--- src/rtl/xung_do_tan_so.sv ---
// xung_do_tan_so -- period / high-time meter for a slow pulse train.
//
// Measures the signal sig_in against the fast reference clock clki and
// reports, once per period of sig_in:
//   - the period in clki cycles,
//   - the high time in clki cycles,
//   - a lock flag, raised once LOCK_N consecutive periods equal exp_div.
// This block sits at the checking end of the pulse-generator path. It
// recovers the divide ratio and the duty cycle from the divided signal.
//
// Ports:
//   clki      in   1      reference clock; all logic runs on its rising edge
//   rst       in   1      asynchronous, active-high reset
//   sig_in    in   1      measured pulse train, asynchronous to clki
//   exp_div   in   CNT_W  expected period in clki cycles; 0 disables lock checking
//   period_o  out  CNT_W  last measured period
//   high_o    out  CNT_W  last measured high time
//   valid_o   out  1      one-cycle strobe; period_o and high_o update with it
//   locked    out  1      LOCK_N consecutive periods have matched exp_div
//   timeout_o out  1      sticky no-edge flag; cleared by the next valid measurement
module xung_do_tan_so #(
    parameter int CNT_W   = 16,
    parameter int TIMEOUT = 65535,
    parameter int LOCK_N  = 4
) (
    input  logic             clki,
    input  logic             rst,
    input  logic             sig_in,
    input  logic [CNT_W-1:0] exp_div,
    output logic [CNT_W-1:0] period_o,
    output logic [CNT_W-1:0] high_o,
    output logic             valid_o,
    output logic             locked,
    output logic             timeout_o
);

    localparam int               MW        = $clog2(LOCK_N + 1);
    localparam logic [CNT_W-1:0] TIMEOUT_V = CNT_W'(TIMEOUT);
    localparam logic [MW-1:0]    LOCK_V    = MW'(LOCK_N);
    localparam logic [CNT_W-1:0] ONE       = CNT_W'(1);

    typedef enum logic {
        WAIT_FIRST,
        MEAS
    } state_t;

    state_t           state_q, state_d;
    logic             s1_q, s1_d, s2_q, s2_d, s3_q, s3_d;
    logic [CNT_W-1:0] cnt_q, cnt_d;
    logic [CNT_W-1:0] hcnt_q, hcnt_d;
    logic [CNT_W-1:0] high_lat_q, high_lat_d;
    logic [MW-1:0]    match_q, match_d;
    logic [MW-1:0]    match_inc;
    logic [CNT_W-1:0] period_q, period_d;
    logic [CNT_W-1:0] high_q, high_d;
    logic             valid_q, valid_d;
    logic             locked_q, locked_d;
    logic             timeout_q, timeout_d;
    logic             rise, fall;

    // The two-flop synchronizer and the extra delay flop add a fixed latency.
    // Because that latency is constant, the intervals between edges are
    // measured without error.
    assign rise = s2_q & ~s3_q;
    assign fall = ~s2_q & s3_q;

    assign period_o  = period_q;
    assign high_o    = high_q;
    assign valid_o   = valid_q;
    assign locked    = locked_q;
    assign timeout_o = timeout_q;

    // State register for the whole block.
    always_ff @(posedge clki or posedge rst) begin
        if (rst) begin
            state_q    <= WAIT_FIRST;
            s1_q       <= 1'b0;
            s2_q       <= 1'b0;
            s3_q       <= 1'b0;
            cnt_q      <= '0;
            hcnt_q     <= '0;
            high_lat_q <= '0;
            match_q    <= '0;
            period_q   <= '0;
            high_q     <= '0;
            valid_q    <= 1'b0;
            locked_q   <= 1'b0;
            timeout_q  <= 1'b0;
        end else begin
            state_q    <= state_d;
            s1_q       <= s1_d;
            s2_q       <= s2_d;
            s3_q       <= s3_d;
            cnt_q      <= cnt_d;
            hcnt_q     <= hcnt_d;
            high_lat_q <= high_lat_d;
            match_q    <= match_d;
            period_q   <= period_d;
            high_q     <= high_d;
            valid_q    <= valid_d;
            locked_q   <= locked_d;
            timeout_q  <= timeout_d;
        end
    end

    // Next-state logic: synchronizer, high-time counter, period counter,
    // measurement FSM and lock tracking.
    always_comb begin
        state_d    = state_q;
        s1_d       = sig_in;
        s2_d       = s1_q;
        s3_d       = s2_q;
        cnt_d      = cnt_q;
        hcnt_d     = hcnt_q;
        high_lat_d = high_lat_q;
        match_d    = match_q;
        period_d   = period_q;
        high_d     = high_q;
        valid_d    = 1'b0;
        locked_d   = locked_q;
        timeout_d  = timeout_q;

        // The match count saturates at LOCK_N, so locked holds while the
        // stream keeps matching.
        match_inc = (match_q == LOCK_V) ? match_q : match_q + 1'b1;

        // The high time starts at 1 in the rise cycle and counts every later
        // high cycle, saturating at all-ones. It is latched on the falling
        // edge, so it is ready for the next rise.
        if (rise) begin
            hcnt_d = ONE;
        end else if (s2_q && (hcnt_q != '1)) begin
            hcnt_d = hcnt_q + ONE;
        end
        if (fall) begin
            high_lat_d = hcnt_q;
        end

        unique case (state_q)
            WAIT_FIRST: begin
                // The first edge only arms the meter. No measurement exists yet.
                if (rise) begin
                    cnt_d   = ONE;
                    state_d = MEAS;
                end
            end
            MEAS: begin
                // A rise on the timeout cycle still counts as a normal
                // measurement.
                if (rise) begin
                    period_d  = cnt_q;
                    high_d    = high_lat_q;
                    valid_d   = 1'b1;
                    timeout_d = 1'b0;
                    cnt_d     = ONE;
                    if ((exp_div != '0) && (cnt_q == exp_div)) begin
                        match_d  = match_inc;
                        locked_d = (match_inc == LOCK_V);
                    end else begin
                        match_d  = '0;
                        locked_d = 1'b0;
                    end
                end else if (cnt_q == TIMEOUT_V) begin
                    timeout_d = 1'b1;
                    locked_d  = 1'b0;
                    match_d   = '0;
                    cnt_d     = '0;
                    state_d   = WAIT_FIRST;
                end else begin
                    cnt_d = cnt_q + ONE;
                end
            end
            default: state_d = WAIT_FIRST;
        endcase
    end

endmodule

--- config.mk ---
export PLATFORM = sky130hd
export DESIGN_NAME = xung_do_tan_so
export DESIGN_NICKNAME = d
export VERILOG_FILES = /design/src/rtl/xung_do_tan_so.sv
export SDC_FILE = /design/constraint.sdc
export NUM_CORES = 1
export LEC_CHECK = 0
export CAP_MARGIN = 5
export CORE_UTILIZATION = 42
export DETAILED_ROUTE_END_ITERATION = 10
export GPL_ROUTABILITY_DRIVEN = 1
export SLEW_MARGIN = 15
export SYNTH_ARGS = -nofsm -noshare
export SYNTH_HDL_FRONTEND = slang
export SYNTH_SLANG_ARGS = --single-unit
--- constraint.sdc ---
create_clock -name clki -period 3.8 [get_ports clki]
set_input_delay 0.76 -clock clki [delete_from_list [all_inputs] [get_ports clki]]
set_output_delay 0.76 -clock clki [all_outputs]
set_load 0.02 [all_outputs]
==> results.txt <==
----------------------------------------------------
[Final layout]
  Net count of the finished layout ... 499
  Number of fill cells in the layout ... 887
  Share of post-route cells with drive strength above 1 ... 8.94%
  Most common library cell in the layout ignoring fill and taps ... nand2_1
  Top library cells by usage in the layout, fill and taps aside ... 121 x nand2_1, 90 x dfrtp_1, 53 x clkdlybuf4s50_1, 25 x nor2_1, 23 x xor2_1
  Diode count ... 0
  Final core occ ... 53.3%
  Synthesis-to-layout area growth ... 20.5%

[Setup path]
  Slowest cell on the critical path ... dfrtp_1
  Maximum cell stage delay along the critical path ... 550 ps
  Critical-path maximum fanout ... 18
  Worst setup EP type ... register
  Data arrival, critical path ... 2510 ps
  Critical path required time ... 4080 ps
  Path type of the worst setup path ... register to register
  Crit path launch type ... register
  List of cells traversed by the critical path ... nor2b_1 -> nand2_1 -> clkinv_1 -> a31oi_1 -> nor3_1 -> a211oi_1

[GRT]
  Via count of the first global-routing pass ... 3,007
  Global-route met3 utilization ... 4.21%
  GRT Resource Usage Total ... 18.9%
  Pin count of the biggest net entering global routing ... 48
  Global-route wire length before repair ... 14,800 microns
  Met1 routing resource usage after global routing ... 25.1%
  Top Usage Layer GRT ... met2
  Global routing usage on met2 ... 30.6%
  Congestion Overflow GR ... 0
  Initial antenna violation count ... 0

[Route]
  WL/cell ... 14.7 microns
  Vias ... 3,172
  DRT antenna net count ... 0
  Final WL ... 8950 microns
  Remaining design rule violation count ... 0
  Drt first pass iters ... 4
  Detailed-route vias per instance ... 5.20
  Number of DRC markers in iteration 0 ... 97

[Timing]
  Final Cycle Share ... 58.8%
  Final hold violation count ... 0
  Peak Freq ... 448 MHz
  Post-route setup TNS ... 0 ps
  Total count of max-transition violations in the final report ... 0
  Worst hold margin ... 355 ps
  Endpoints failing setup ... 0
  Relative max-transition margin ... 44.9%
  Final period demand of the worst path ... 2230 ps
  Least-Margin Pin Slew ... 823 ps
  Clock Skews ... 6.64 ps
  Unrepaired setup endpoints after global routing ... no

[Placement]
  Routability cong. ... 0.803
  Buffers on Ports ... 53
  Detail Placement HPWL ... 6030 microns

[Yosys]
  Flop and latch count out of synthesis ... 90
  Synthesized instance count ... 430
  Mean instance size in the synthesized netlist ... 9.68 sq um
  Synth Cell Area ... 4160 sq um
  Sequential-to-total area share from yosys stat ... 54.1%
  Unique cell type count in the Yosys netlist ... 48
  Syn nets ... 453
  Total number of yosys warnings ... 0

[Floorplanning]
  Number of rows created at floorplan ... 35
  Placeable core region ... 9420 sq um
  X dimension of the die ... 102 microns
  Effective utilization at floorplan ... 44.2%
  Area enclosed by the die boundary ... 10,300 sq um
  Die height ... 102 microns
  I/O pin count ... 54

[CTS]
  Inserted Clock Buffers ... 9
  Worst-skew pair later-pin latency ... 370 ps
  CTS tree ... done
  Clk sinks ... 90
  Setup Fix Bufs, Post-CTS ... 0
  Maximum buffer depth of the clock tree ... 2
  CTS clk-pin slew, worst paths ... 90 ps
  Clock tree root buffer cell ... clkbuf_8
  CTS H-tree depth ... 3
  Post-CTS sizing ... 0
  CTS Hold Bufs ... 0

[Hold path]
  Class of the worst hold path ... register to register

[Run status]
  Status ... complete, no violations

[Pwr]
  Power density over the cells ... 430 nW/um^2
  Cell leakage power ... 2.31 nW
  Worst ir drop on vdd ... 0.213 mV

[Run]
  # Max-Cap Violations ... 0

----------------------------------------------------
## Yosys cell counts, drive strengths merged
cell type | instances | share of area (%)
a21oi | 11 | 1.3
a31o | 2 | 0.42
nand4 | 11 | 1.8
nor2 | 25 | 2.3
clkinv | 1 | 0.090
o31ai | 1 | 0.18
a22o | 2 | 0.42
o2111ai | 2 | 0.42
inv | 6 | 0.54
nor4bb | 1 | 0.24
a31oi | 1 | 0.15
ha | 4 | 1.2
xor2 | 23 | 4.8
nor3 | 2 | 0.24
buf | 6 | 0.84
clkbuf | 16 | 1.5
o21ai | 12 | 1.4
and4 | 1 | 0.24
nor4b | 1 | 0.21
o211a | 1 | 0.24
nand2b | 4 | 0.60
o211ai | 5 | 0.90
o221ai | 1 | 0.21
nand3b | 2 | 0.36
nor2b | 3 | 0.45
or4 | 2 | 0.36
a21o | 1 | 0.18
and2 | 3 | 0.45
o21bai | 1 | 0.18
mux2 | 16 | 4.3
a311oi | 1 | 0.21
nand3 | 12 | 1.4
xnor2 | 12 | 2.5
a211oi | 1 | 0.18
or2 | 2 | 0.30
or3 | 4 | 0.60
nor4 | 12 | 1.8
dfrtp | 90 | 54
nand2 | 121 | 11
and3 | 6 | 0.90
nor3b | 1 | 0.18
a211o | 1 | 0.21
## cells by family after synthesis
logic type	Yosys count	share of synthesized area, %
and+or+nand+nor	213	23.4
buffers and inverters	29	2.95
AOI/OAI and AO/OA	43	6.68
adders and majority gates	4	1.20
DFF	90	54.1
xor gates and xnor gates	35	7.37
muxes	16	4.33
## stage by stage
step	total power [mW]	setup slack, ps	cell area, sq um	std cells
finish	2.16	1570	5020	610
detailed placement	1.48	1350	4800	594
global placement	1.47	1370	4800	594
floorplan	1.34	705	4160	430
CTS	2.18	1560	5020	610
global route	2.26	1290	5020	610
## layout make-up
| class | instances | area, sq um | share of cell area [%] |
|---|---|---|---|
| tap | 129 | 161 | 3.22 |
| sequential | 90 | 2250 | 44.9 |
| timing repair buffer | 57 | 573 | 11.4 |
| clock buffer | 11 | 151 | 3.02 |
| clock inverter | 5 | 61.3 | 1.22 |
| inverter | 7 | 27.5 | 0.549 |
| multi-input combinational | 311 | 1790 | 35.7 |
## power breakdown
group,internal [mW],switching [mW]
clock network,0.344,0.356
logic,0.156,0.171
registers,1.04,0.0936
total,1.53,0.621
## worst max-delay path, delay by kind of cell, from the launching register on
| family | cells | cell delay (ps) |
|---|---|---|
| AO/OA/AOI/OAI | 2 | 710 |
| buffers and inverters | 1 | 470 |
| AND/OR/NAND/NOR | 3 | 420 |
| flip-flops | 1 | 550 |
## final timing paths
| check | startpoint | to | slack [ps] | cells after the start |
|---|---|---|---|---|
| max | s2_q | match_q[2] | 1570 | 6 |
| min | s1_q | s2_q | 360 | 0 |
| max reg2reg | s2_q | match_q[2] | 1570 | 6 |
| min reg2reg | s1_q | s2_q | 360 | 0 |
| max in group asynchronous | rst | cnt_q[7] | 2260 | 3 |
| min in group asynchronous | rst | period_o[10] | 840 | 2 |
## sequential cells by signal (all words and copies together), names as in the netlist, 3 cells and up
| name | count |
|---|---|
| cnt_q | 16 |
| hcnt_q | 16 |
| high_lat_q | 16 |
| high_o | 16 |
| match_q | 3 |
| period_o | 16 |
## layer usage
layer  vias to the layer above  part of all wire [%]  routed length, microns
li1                       1539                     -                       -
met1                      1562                    48                    4320
met2                        56                    46                    4160
met3                        15                   3.6                     320
met4                         0                   1.7                     155
met5                         -                     0                       0
No activity file was read; power rests on OpenSTA's default activity.
==> RTL edit 1, RTL diff (same flow settings) <==
Set the parameter `TIMEOUT` to 32767 (it was 65535).
--- a/src/rtl/xung_do_tan_so.sv
+++ b/src/rtl/xung_do_tan_so.sv
@@ -21,5 +21,5 @@
 module xung_do_tan_so #(
     parameter int CNT_W   = 16,
-    parameter int TIMEOUT = 65535,
+    parameter int TIMEOUT = 32767,
     parameter int LOCK_N  = 4
 ) (
Formal check against the unedited RTL: same outputs for any inputs over 10 cycles, from zero or initial values and one cycle with rst high; that may be too few to reach the edited logic, so the function may still have changed.
==> RTL edit 1 against the original RTL <==
Total power is 1.4% lower; area after synthesis is 1.4% lower; largest power group unchanged; via count is 5.0% lower; design area is 0.60% lower; sequential cell count stayed put; register-to-register slack better by 0.17 ns; worst setup slack better by 0.14 ns; routed wire length is 3.1% lower.
==> RTL edit 1: results (changes against the original RTL) <==
run_status:
  status: "complete, no violations"  # unchanged
critical_path:
  cp_top_family: "buffers and inverters"  # was compound AO/OA/AOI/OAI gates
  reg2reg_slack_ns: 1.74  # was 1.57 ns
  r2r_end: "hcnt_q[7]"  # was match_q[2]
  critPathMaxStageDelay_ns: 0.61  # was 0.55 ns
  critPathMaxFanout: 2  # was 18
  critical_path.slowest_cell: "clkdlybuf4s50_1"  # was dfrtp_1
  cp_data_arrival_time_ns: 1.34  # was 2.51 ns
  worstRegToRegCells: 6  # unchanged
  regToRegStartpoint: "hcnt_q[1]"  # was s2_q
synth:
  synth_xor_area_frac: 0.0832  # was 0.0737
  synthTopCellsByCount: "dfrtp_1 (90), nand2_1 (64), mux2_2 (32)"  # was nand2_1 (121), dfrtp_1 (90), nor2_1 (25)
  yosysUniqueCellTypes: 41  # was 48
  yosys_warnings: 0  # unchanged
  synth_compound_area_frac: 0.0506  # was 0.0667
  synthTopCellsByArea: "dfrtp_1 (55%), mux2_2 (8.8%), xor2_1 (6.6%)"  # was dfrtp_1 (54%), nand2_1 (11%), xor2_1 (4.8%)
  synth.area.mux_share: 0.0878  # was 0.0433
  syn_nets: 410  # was 453
  yosysSeqAreaShare: 0.549  # was 0.541
  synthArstFlopShare: 1.00  # unchanged
  ys.flop_type: "dfrtp_1"  # unchanged
  synthAdderAreaFrac: 0.0122  # was 0.0120
place:
  place_ws_ns: 1.36  # was 1.35 ns
  dp_hpwl_um: 5960  # was 6030 µm
  place.gp.congestion: 0.797  # was 0.803
  port_buffers: 53  # unchanged
  placed_cell_area_um2: 4780  # was 4800 µm²
clock_network:
  insertion_delay_ns: 0.36
  ctsResizeCount: 0  # unchanged
  cts_setup_buffers: 0  # unchanged
  htree_levels: 3  # unchanged
  cts.path.max_buffers: 2  # unchanged
  clk_pin_slew_worst_paths_ns: 0.09  # about the same
  ctsRootBufferMaster: "clkbuf_8"  # unchanged
route:
  wl_per_cell_um: 15.1  # was 14.7 µm
  vias_per_cell: 5.25  # was 5.20
  dr.pass1.iters: 4  # unchanged
  drtIter0Drc: 178  # was 97
power:
  vdd_drop_max_mv: 0.201  # was 0.213 mV
  p_leak_nw: 2.26  # was 2.31 nW
global_routing:
  grt_pass1_vias: 3010  # was 3007
  grt_max_degree: 47  # was 48
  grt.total_usage: 0.189  # about the same
  grt_pass1_wl_um: 14700  # was 14800 µm
  antenna_found_initial: 0  # unchanged
final_layout:
  nNetsFinal: 463  # was 499
  n_antenna_cell: 0  # unchanged
  fillers: 874  # was 887
  drive_gt1_frac: 0.130  # was 0.0894
worst_hold_path:
  min_from: "s1_q"  # unchanged
  min_path_cells: 0  # unchanged
  hold_path_class: "reg2reg"  # unchanged
sta:
  hold_viol: 0  # unchanged
  tightest_slew_ns: 0.816  # was 0.823 ns
  clock_skew_ns: 0.00886  # was 0.00664 ns
[RTL edit 1: area by class of cell]
type | count | area [µm²] | area share
clock buffer | 9 | 124 | 0.0248
clock inverter | 7 | 82.6 | 0.0166
sequential | 90 | 2250 | 0.452
inverter | 10 | 38.8 | 0.00778
tap | 129 | 161 | 0.0324
timing repair buffer | 58 | 581 | 0.116
multi-input combinational | 271 | 1750 | 0.350
[RTL edit 1: worst max-delay path by stage]
stage	from	endpoint	slack [ns]	depth (start not counted)
finish	timeout_o	timeout_o	1.70	1
global route	exp_div[14]	match_q[1]	1.51	6
CTS	timeout_o	timeout_o	1.68	1
detailed placement	exp_div[14]	match_q[0]	1.36	6
global placement	exp_div[14]	match_q[2]	1.38	6
floorplan	rst	cnt_q[0]	0.70	1
[RTL edit 1: logic make-up (layout without fill, tap and decap cells)]
group | Yosys count | count (layout)
flops | 90 | 90
simple gates | 163 | 163
compound gates | 33 | 33
mux | 32 | 32
fa+ha+maj | 4 | 4
xor+xnor | 39 | 39
buf+inv | 26 | 84
[RTL edit 1: stage by stage]
stage | utilization | total power, mW | hold WS [ns] | std cells
global route | 0.532 | 2.23 | 0.372 | 574
finish | 0.532 | 2.13 | 0.360 | 574
detailed placement | 0.510 | 1.47 | 0.341 | 558
global placement | 0.510 | 1.46 | 0.340 | 558
floorplan | - | 1.32 | 0.331 | 387
CTS | 0.532 | 2.15 | 0.363 | 574
[RTL edit 1: power by group]
group,internal (mW),total (mW),switching [mW]
logic,0.154,0.321,0.168
clock network,0.316,0.683,0.367
registers,1.03,1.12,0.0908
[RTL edit 1: per-layer routing]
| metal | wire length [µm] | part of all wire | GRT usage | vias to the layer above |
|---|---|---|---|---|
| met5 | 0 | 0 | 0 | - |
| met4 | 112 | 0.013 | 0.0803 | 0 |
| met3 | 290 | 0.033 | 0.0291 | 9 |
| met2 | 3880 | 0.45 | 0.288 | 56 |
| li1 | - | - | - | 1440 |
| met1 | 4390 | 0.51 | 0.269 | 1509 |
==> RTL edit 2, RTL diff (same flow settings) <==
Without the edit above. Make the reset (`rst`) synchronous in one clocked block. Comments in the files are not updated.
--- a/src/rtl/xung_do_tan_so.sv
+++ b/src/rtl/xung_do_tan_so.sv
@@ -72,5 +72,5 @@
 
     // State register for the whole block.
-    always_ff @(posedge clki or posedge rst) begin
+    always_ff @(posedge clki) begin
         if (rst) begin
             state_q    <= WAIT_FIRST;
Behaviour: differs if rst is asserted again (counterexample within 10 cycles, from zero or initial values and one cycle with rst high); with rst held inactive, the same outputs for 10 cycles.
==> RTL edit 2 against the original RTL <==
Critical path type unchanged; design area decreased by 7.2%; largest cell class is now multi-input combinational cells; the flow now finishes with violations (design-rule violations); area after synthesis decreased by 6.6%; sequential cell count unchanged; routed wire length decreased by 4.9%; worst setup slack improved by 0.018 ns; highest routed layer unchanged.
Power is not compared: it rests on default switching activity, and its combinational part moved more than twofold at a synthesized area within 25%.
==> RTL edit 2: results (changes against the original RTL) <==
run_status:
  status: "complete, but fails checks"  # was complete, no violations
  violations: "design-rule violations"
sta:
  clock_skew_ns: 0.00950  # was 0.00664 ns
  period_needed_ns: 2.22  # was 2.23 ns
critical_path:
  cp_top_family: "simple AND/OR/NAND/NOR gates"  # was compound AO/OA/AOI/OAI gates
  critPathMaxFanout: 15  # was 18
  regToRegStartpoint: "state_q"  # was s2_q
global_routing:
  grt_pass1_wl_um: 14400  # was 14800 µm
  grt_max_degree: 39  # was 48
  grt.total_usage: 0.188  # was 0.189
  use_met3: 0.0315  # was 0.0421
place:
  placed_cell_area_um2: 4450  # was 4800 µm²
  place.gp.congestion: 0.791  # was 0.803
  place_ws_ns: 1.38  # was 1.35 ns
worst_hold_path:
  holdPathEnd: "s2_q"  # unchanged
synth:
  yosysSeqAreaShare: 0.464  # was 0.541
  synth.area.mux_share: 0.0106  # was 0.0433
  yosysUniqueCellTypes: 43  # was 48
  synthTopCellsByArea: "dfxtp_1 (46%), nand2_1 (11%), a21oi_1 (7.3%)"  # was dfrtp_1 (54%), nand2_1 (11%), xor2_1 (4.8%)
  syn_nets: 492  # was 453
  synthTopCellsByCount: "nand2_1 (113), dfxtp_1 (90), a21oi_1 (57)"  # was nand2_1 (121), dfrtp_1 (90), nor2_1 (25)
final_layout:
  nNetsFinal: 532  # was 499
route:
  wl_per_cell_um: 13.7  # was 14.7 µm
  wl_met1_um: 4580  # was 4320 µm
  drc_errors: 4  # was 0
  wl_met2_um: 3510  # was 4160 µm
RTL edit 2: cell count changes in the layout (fill, tap and decap cells not counted), moves of 5 or more:
cell     delta
a21oi_1    +46
a31oi_1     +8
and4_1      +5
dfrtp_1    -90
dfxtp_1    +90
mux2_2     -15
nand2_1     -8
nor2_1      +8
nor3_1      +5
nor4_1      -5
o21ai_0     -8
RTL edit 2: worst register-to-register path: cells and delay by family (launching register included):
kind | cells | cell delay (ns)
simple gates | 4 | 1.41
flops | 1 | 0.63
compound gates | 1 | 0.13
RTL edit 2: area by class of cell:
class                           count  area [µm²]  share of cell area
Inverter                            6        22.5             0.00484
Sequential cell                    90        1800               0.387
Multi-Input combinational cell    346        1940               0.417
Clock inverter                      7        83.8              0.0180
Timing Repair Buffer               56         548               0.118
Clock buffer                        9         124              0.0266
Tap cell                          108         135              0.0290
